`config.mk`:
```
export PLATFORM = sky130hd
export DESIGN_NAME = mem_access_stage
export DESIGN_NICKNAME = d
export VERILOG_FILES = /design/src/rtl/mem_stage_pkg.sv /design/src/rtl/mem_timeout_ctr.sv /design/src/rtl/mem_access_stage.sv
export SDC_FILE = /design/constraint.sdc
export NUM_CORES = 1
export LEC_CHECK = 0
export ABC_AREA = 1
export CORE_MARGIN = 4
export CORE_UTILIZATION = 46
export DETAILED_ROUTE_END_ITERATION = 6
export PLACE_DENSITY = 0.88
export SLEW_MARGIN = 20
export SYNTH_ARGS = -nofsm -noshare
export SYNTH_HDL_FRONTEND = slang
export SYNTH_SLANG_ARGS = --single-unit
export TNS_END_PERCENT = 1
```
`constraint.sdc`:
```
create_clock -name clk -period 4.4 [get_ports clk]
set_input_delay 0.88 -clock clk [delete_from_list [all_inputs] [get_ports clk]]
set_output_delay 0.88 -clock clk [all_outputs]
set_load 0.05 [all_outputs]
```
`src/rtl/mem_stage_pkg.sv`:
```
// Shared opcode constants, FSM state type and opcode decode for the MEM stage.
package mem_stage_pkg;
  localparam logic [4:0] OP_NOP = 5'd0;
  localparam logic [4:0] OP_LDR = 5'd10;
  localparam logic [4:0] OP_STR = 5'd11;

  typedef enum logic {IDLE, WAIT} mem_state_t;

  function automatic logic is_mem_op(input logic [4:0] opcode);
    return (opcode == OP_LDR) || (opcode == OP_STR);
  endfunction
endpackage

```
`src/rtl/mem_timeout_ctr.sv`:
```
// Cycle counter for an outstanding memory request; expire marks the last allowed wait cycle.
module mem_timeout_ctr #(
  parameter int TIMEOUT = 64,
  parameter int W       = $clog2(TIMEOUT)
) (
  input  logic clk,
  input  logic rst_n,
  input  logic clr,
  input  logic en,
  output logic expire
);
  localparam logic [W-1:0] LAST = W'(TIMEOUT - 1);

  logic [W-1:0] cnt;

  always_ff @(posedge clk or negedge rst_n) begin
    if (!rst_n)   cnt <= '0;
    else if (clr) cnt <= '0;
    else if (en)  cnt <= cnt + 1'b1;
  end

  assign expire = (cnt == LAST);
endmodule

```
`src/rtl/mem_access_stage.sv`:
```
// MEM pipeline stage: issues loads/stores over a req/ack port, stalls upstream while
// a request is outstanding, and registers one result per instruction toward MEM/WB.
module mem_access_stage
  import mem_stage_pkg::*;
#(
  parameter int ADDR_W  = 16,
  parameter int TIMEOUT = 64
) (
  input  logic              clk,
  input  logic              rst_n,
  input  logic              in_valid,
  input  logic [4:0]        OpCode,
  input  logic [6:0]        RdOut,
  input  logic [31:0]       AluResult,
  input  logic [31:0]       StoreData,
  output logic              stall,
  output logic              mem_req,
  output logic              mem_we,
  output logic [ADDR_W-1:0] mem_addr,
  output logic [31:0]       mem_wdata,
  input  logic [31:0]       mem_rdata,
  input  logic              mem_ack,
  output logic              wb_valid,
  output logic              wb_we,
  output logic [6:0]        wb_rd,
  output logic [31:0]       wb_data,
  output logic              mem_err
);
  mem_state_t state;
  logic [6:0] rd_q;
  logic       is_mem, aligned, accept, expire;

  assign is_mem  = is_mem_op(OpCode);
  assign aligned = (AluResult[1:0] == 2'b00);
  assign accept  = (state == IDLE) && in_valid && is_mem && aligned;
  assign stall   = accept || (state == WAIT);

  // Counting stops on the completing cycle so the counter never wraps.
  mem_timeout_ctr #(.TIMEOUT(TIMEOUT)) u_ctr (
    .clk    (clk),
    .rst_n  (rst_n),
    .clr    (accept),
    .en     ((state == WAIT) && !mem_ack && !expire),
    .expire (expire)
  );

  always_ff @(posedge clk or negedge rst_n) begin
    if (!rst_n) begin
      state     <= IDLE;
      rd_q      <= '0;
      mem_req   <= 1'b0;
      mem_we    <= 1'b0;
      mem_addr  <= '0;
      mem_wdata <= '0;
      wb_valid  <= 1'b0;
      wb_we     <= 1'b0;
      wb_rd     <= '0;
      wb_data   <= '0;
      mem_err   <= 1'b0;
    end else begin
      wb_valid <= 1'b0;
      case (state)
        IDLE: begin
          if (accept) begin
            state     <= WAIT;
            mem_req   <= 1'b1;
            mem_we    <= (OpCode == OP_STR);
            mem_addr  <= AluResult[ADDR_W+1:2];
            mem_wdata <= StoreData;
            rd_q      <= RdOut;
          end else if (in_valid) begin
            // Misaligned memory ops retire with no write and raise the sticky error.
            wb_valid <= 1'b1;
            wb_rd    <= RdOut;
            wb_we    <= !is_mem && (OpCode != OP_NOP);
            wb_data  <= is_mem ? 32'h0 : AluResult;
            if (is_mem) mem_err <= 1'b1;
          end
        end
        WAIT: begin
          if (mem_ack || expire) begin
            state    <= IDLE;
            mem_req  <= 1'b0;
            wb_valid <= 1'b1;
            wb_rd    <= rd_q;
            wb_we    <= mem_ack && !mem_we;
            wb_data  <= (mem_ack && !mem_we) ? mem_rdata : 32'h0;
            if (!mem_ack) mem_err <= 1'b1;
          end
        end
        default: state <= IDLE;
      endcase
    end
  end
endmodule
```
==> results.toml <==
[outcome]
outcome = "completed"

[sta]
fin_ws_ps = 887
slew_violations = 0
skew_ps = 7.09
slew_headroom = 0.475
fin_tns_setup_ps = 0
setup_violations = 0
fin_crit_sh = 0.798
final_hold_viol_count = 0
fin_crit_ps = 3510
max_freq_mhz = 285
worstMarginPinSlew_ps = 785
rsz0062_at_grt = "no"

[worst_hold_path]
hold_depth = 2
holdCritPathClass = "flip-flop to flip-flop"

[place]
dpl.hpwl_mm = 10.0
place_congestion = 0.819
pre_cts_slack_ps = 887
dp.cells = 906
portBuffers = 204

[global_routing]
grt_pass1_wl_mm = 22.1
grt_use_total = 0.234
grtUsageMet3 = 0.0587
top_usage_layer = "met2"
antenna_found_initial = 0
grt_pass1_vias = 4671
overflow = 0
grt_max_degree = 86
grtUsageMet1 = 0.282
grt_util_met2 = 0.415

[clock_network]
cts.clk_slew.worst_paths_ps = 90
clock_latency_ps = 360
cts.sinks = 106
cts_setup_buffers = 0
h-tree-depth = 3
cts_made_buffers = 9
cts_tree = "done"
root_buffer = "clkbuf_8"
postCtsHoldBufs = 0
cts.path.max_buffers = 2
cts_resized = 0

[worst_setup_path]
path_cells = "clkdlybuf4s50_1, nor2_1, nand4_2, nand2_1, clkdlybuf4s50_1"
slowest_stage = "clkdlybuf4s50_1"
worstPathMaxFanout = 2
crit_top_cell = "clkdlybuf4s50_1"
critPathCaptureType = "output pin"
rr_endpoint = "wb_data[18]"
worstSetupPathType = "input port to output pin"
reg2reg_from = "state"
startpoint = "AluResult[1]"
cp-start-kind = "input port"
arrival_ps = 2630
cpPeakStageDelay_ps = 860
reg2reg_slack_ps = 1740
reg2regPathDepth = 7
cp_data_required_time_ps = 3520
crit_path_end = "stall"

[synth]
synth_seq_cells = 106
synth_compound_area_frac = 0.0182
yosysTopAreaCell = "dfrtp_1"
synth_commonest_cells = "nand2_1 (363), dfrtp_1 (106), nand3_1 (37)"
ys_top_cells_by_area = "dfrtp_1 (56%), nand2_1 (29%), nand3_1 (3.9%)"
yosysWarnings = 0
synthMostInstantiatedCell = "nand2_1"
yosysSeqAreaShare = 0.560
muxShareOfSynthArea = 0.0127
synth-main-ff-cell = "dfrtp_1"
synth_cells = 594
synth_fp_nets = 707
synth_edf_count = 0
synthArstFlopShare = 1.00
synth_top_area_frac = 0.560
synth_area_mm2 = 0.00474
synth_fa_ha_area_frac = 0.00264
yosysUniqueCellTypes = 24
synthSimpleGateAreaFrac = 0.354
avgSynthCellArea_um2 = 7.97
synthXorXnorAreaFrac = 0.00370
synth_top_family_by_area = "simple AND/OR/NAND/NOR gates"

[die]
die_h_um = 109
io_pins = 205
dieArea_mm2 = 0.0120
start_util = 0.478
row_count = 36
design.core.area_mm2 = 0.00991
die_width_um = 109

[cells_and_area]
nNetsFinal = 898
area.sequential_mm2 = 0.00265
multi_input_area_mm2 = 0.00187
fin_util = 0.706
filler_cell_count = 776
num_antenna_cells = 0
final_cells = 919
layout-drive-gt1-share = 0.0382
synthToLayoutAreaGrowth_pct = 47.8

[route]
dr_total_vias = 4579
wl_mm = 14.0
wl_per_cell_um = 15.2
drt_first_pass_iters = 5
viasPerCell = 4.98
route.detailed.drc = 0
drtIter0Drc = 248
ant_nets = 0

[power]
powerDensity_mw_per_mm2 = 370
p_leak_nw = 3.52
ir_worst_vdd_mv = 0.216

[flow_run]
cap_viol_max_count = 0
==> power by group <==
group	internal (W)	total (W)	leakage, nW	switching, W
registers	0.00109	0.00117	1.36	0.0000739
logic	0.000321	0.000879	2.09	0.000558
clock network	0.000252	0.000548	0.0812	0.000296
total	0.00166	0.00259	3.52	0.000928
==> per-layer routing <==
layer	vias to the layer above	wire (um)	share of wire
li1	2200	-	-
met1	2165	5510	0.39
met2	193	7060	0.50
met3	21	1170	0.083
met4	0	244	0.017
met5	-	0	0
==> cells in the final DEF (no fill, tap or decap), drive strengths merged <==
| cell | Yosys | final |
|---|---|---|
| nand2 | 364 | 364 |
| clkdlybuf4s50 | 0 | 203 |
| dfrtp | 106 | 106 |
| nand3 | 39 | 39 |
| inv | 15 | 15 |
| nor2 | 13 | 13 |
| o21ai | 12 | 12 |
| clkbuf | 9 | 11 |
| buf | 21 | 7 |
| mux2i | 6 | 6 |
| nand4 | 3 | 3 |
| xor2 | 2 | 2 |
| o21bai | 2 | 2 |
| nor3 | 1 | 1 |
| ha | 1 | 1 |
| bufinv | 0 | 1 |
==> critical path: cells and delay by family <==
family,cells,cell delay [ps]
buffers and inverters,2,1290
and+or+nand+nor,3,450
==> through the flow <==
step / area, um2 / power (W) / hold slack (ps)
finish: 7000 / 0.00259 / 469
global route: 7000 / 0.00272 / 500
CTS: 6980 / 0.00261 / 473
detailed placement: 6820 / 0.00206 / 449
global placement: 6820 / 0.00204 / 450
floorplan: 4740 / 0.00168 / 449
==> layout make-up <==
| type | instances | share of cell area |
|---|---|---|
| flip-flops and latches | 106 | 0.379 |
| clock buffers | 11 | 0.0188 |
| inverters | 15 | 0.00804 |
| clock inverters | 1 | 0.00429 |
| repair buffers | 210 | 0.299 |
| multi-input cells | 443 | 0.267 |
| well taps | 133 | 0.0238 |
==> registers in the layout, indices dropped and copies added, names as in the netlist, 6 cells and up <==
name	flops
wb_rd	7
u_ctr.cnt	6
wb_data	32
mem_wdata	32
mem_addr	16
rd_q	7
==> cell families after synthesis <==
group / Yosys count
AND/OR/NAND/NOR: 420
flip-flops: 106
buffers and inverters: 45
AO/OA/AOI/OAI: 14
multiplexers: 6
XOR/XNOR: 2
adder cells (fa/ha/maj): 1
==> worst min path at each step <==
stage	startpoint	end	slack (ps)
finish	mem_err	mem_err	470
global route	wb_data[14]	wb_data[14]	500
CTS	mem_err	mem_err	470
detailed placement	mem_err	mem_err	450
global placement	mem_err	mem_err	450
floorplan	rd_q[0]	rd_q[0]	450
No activity file was read; power rests on OpenSTA's default activity.
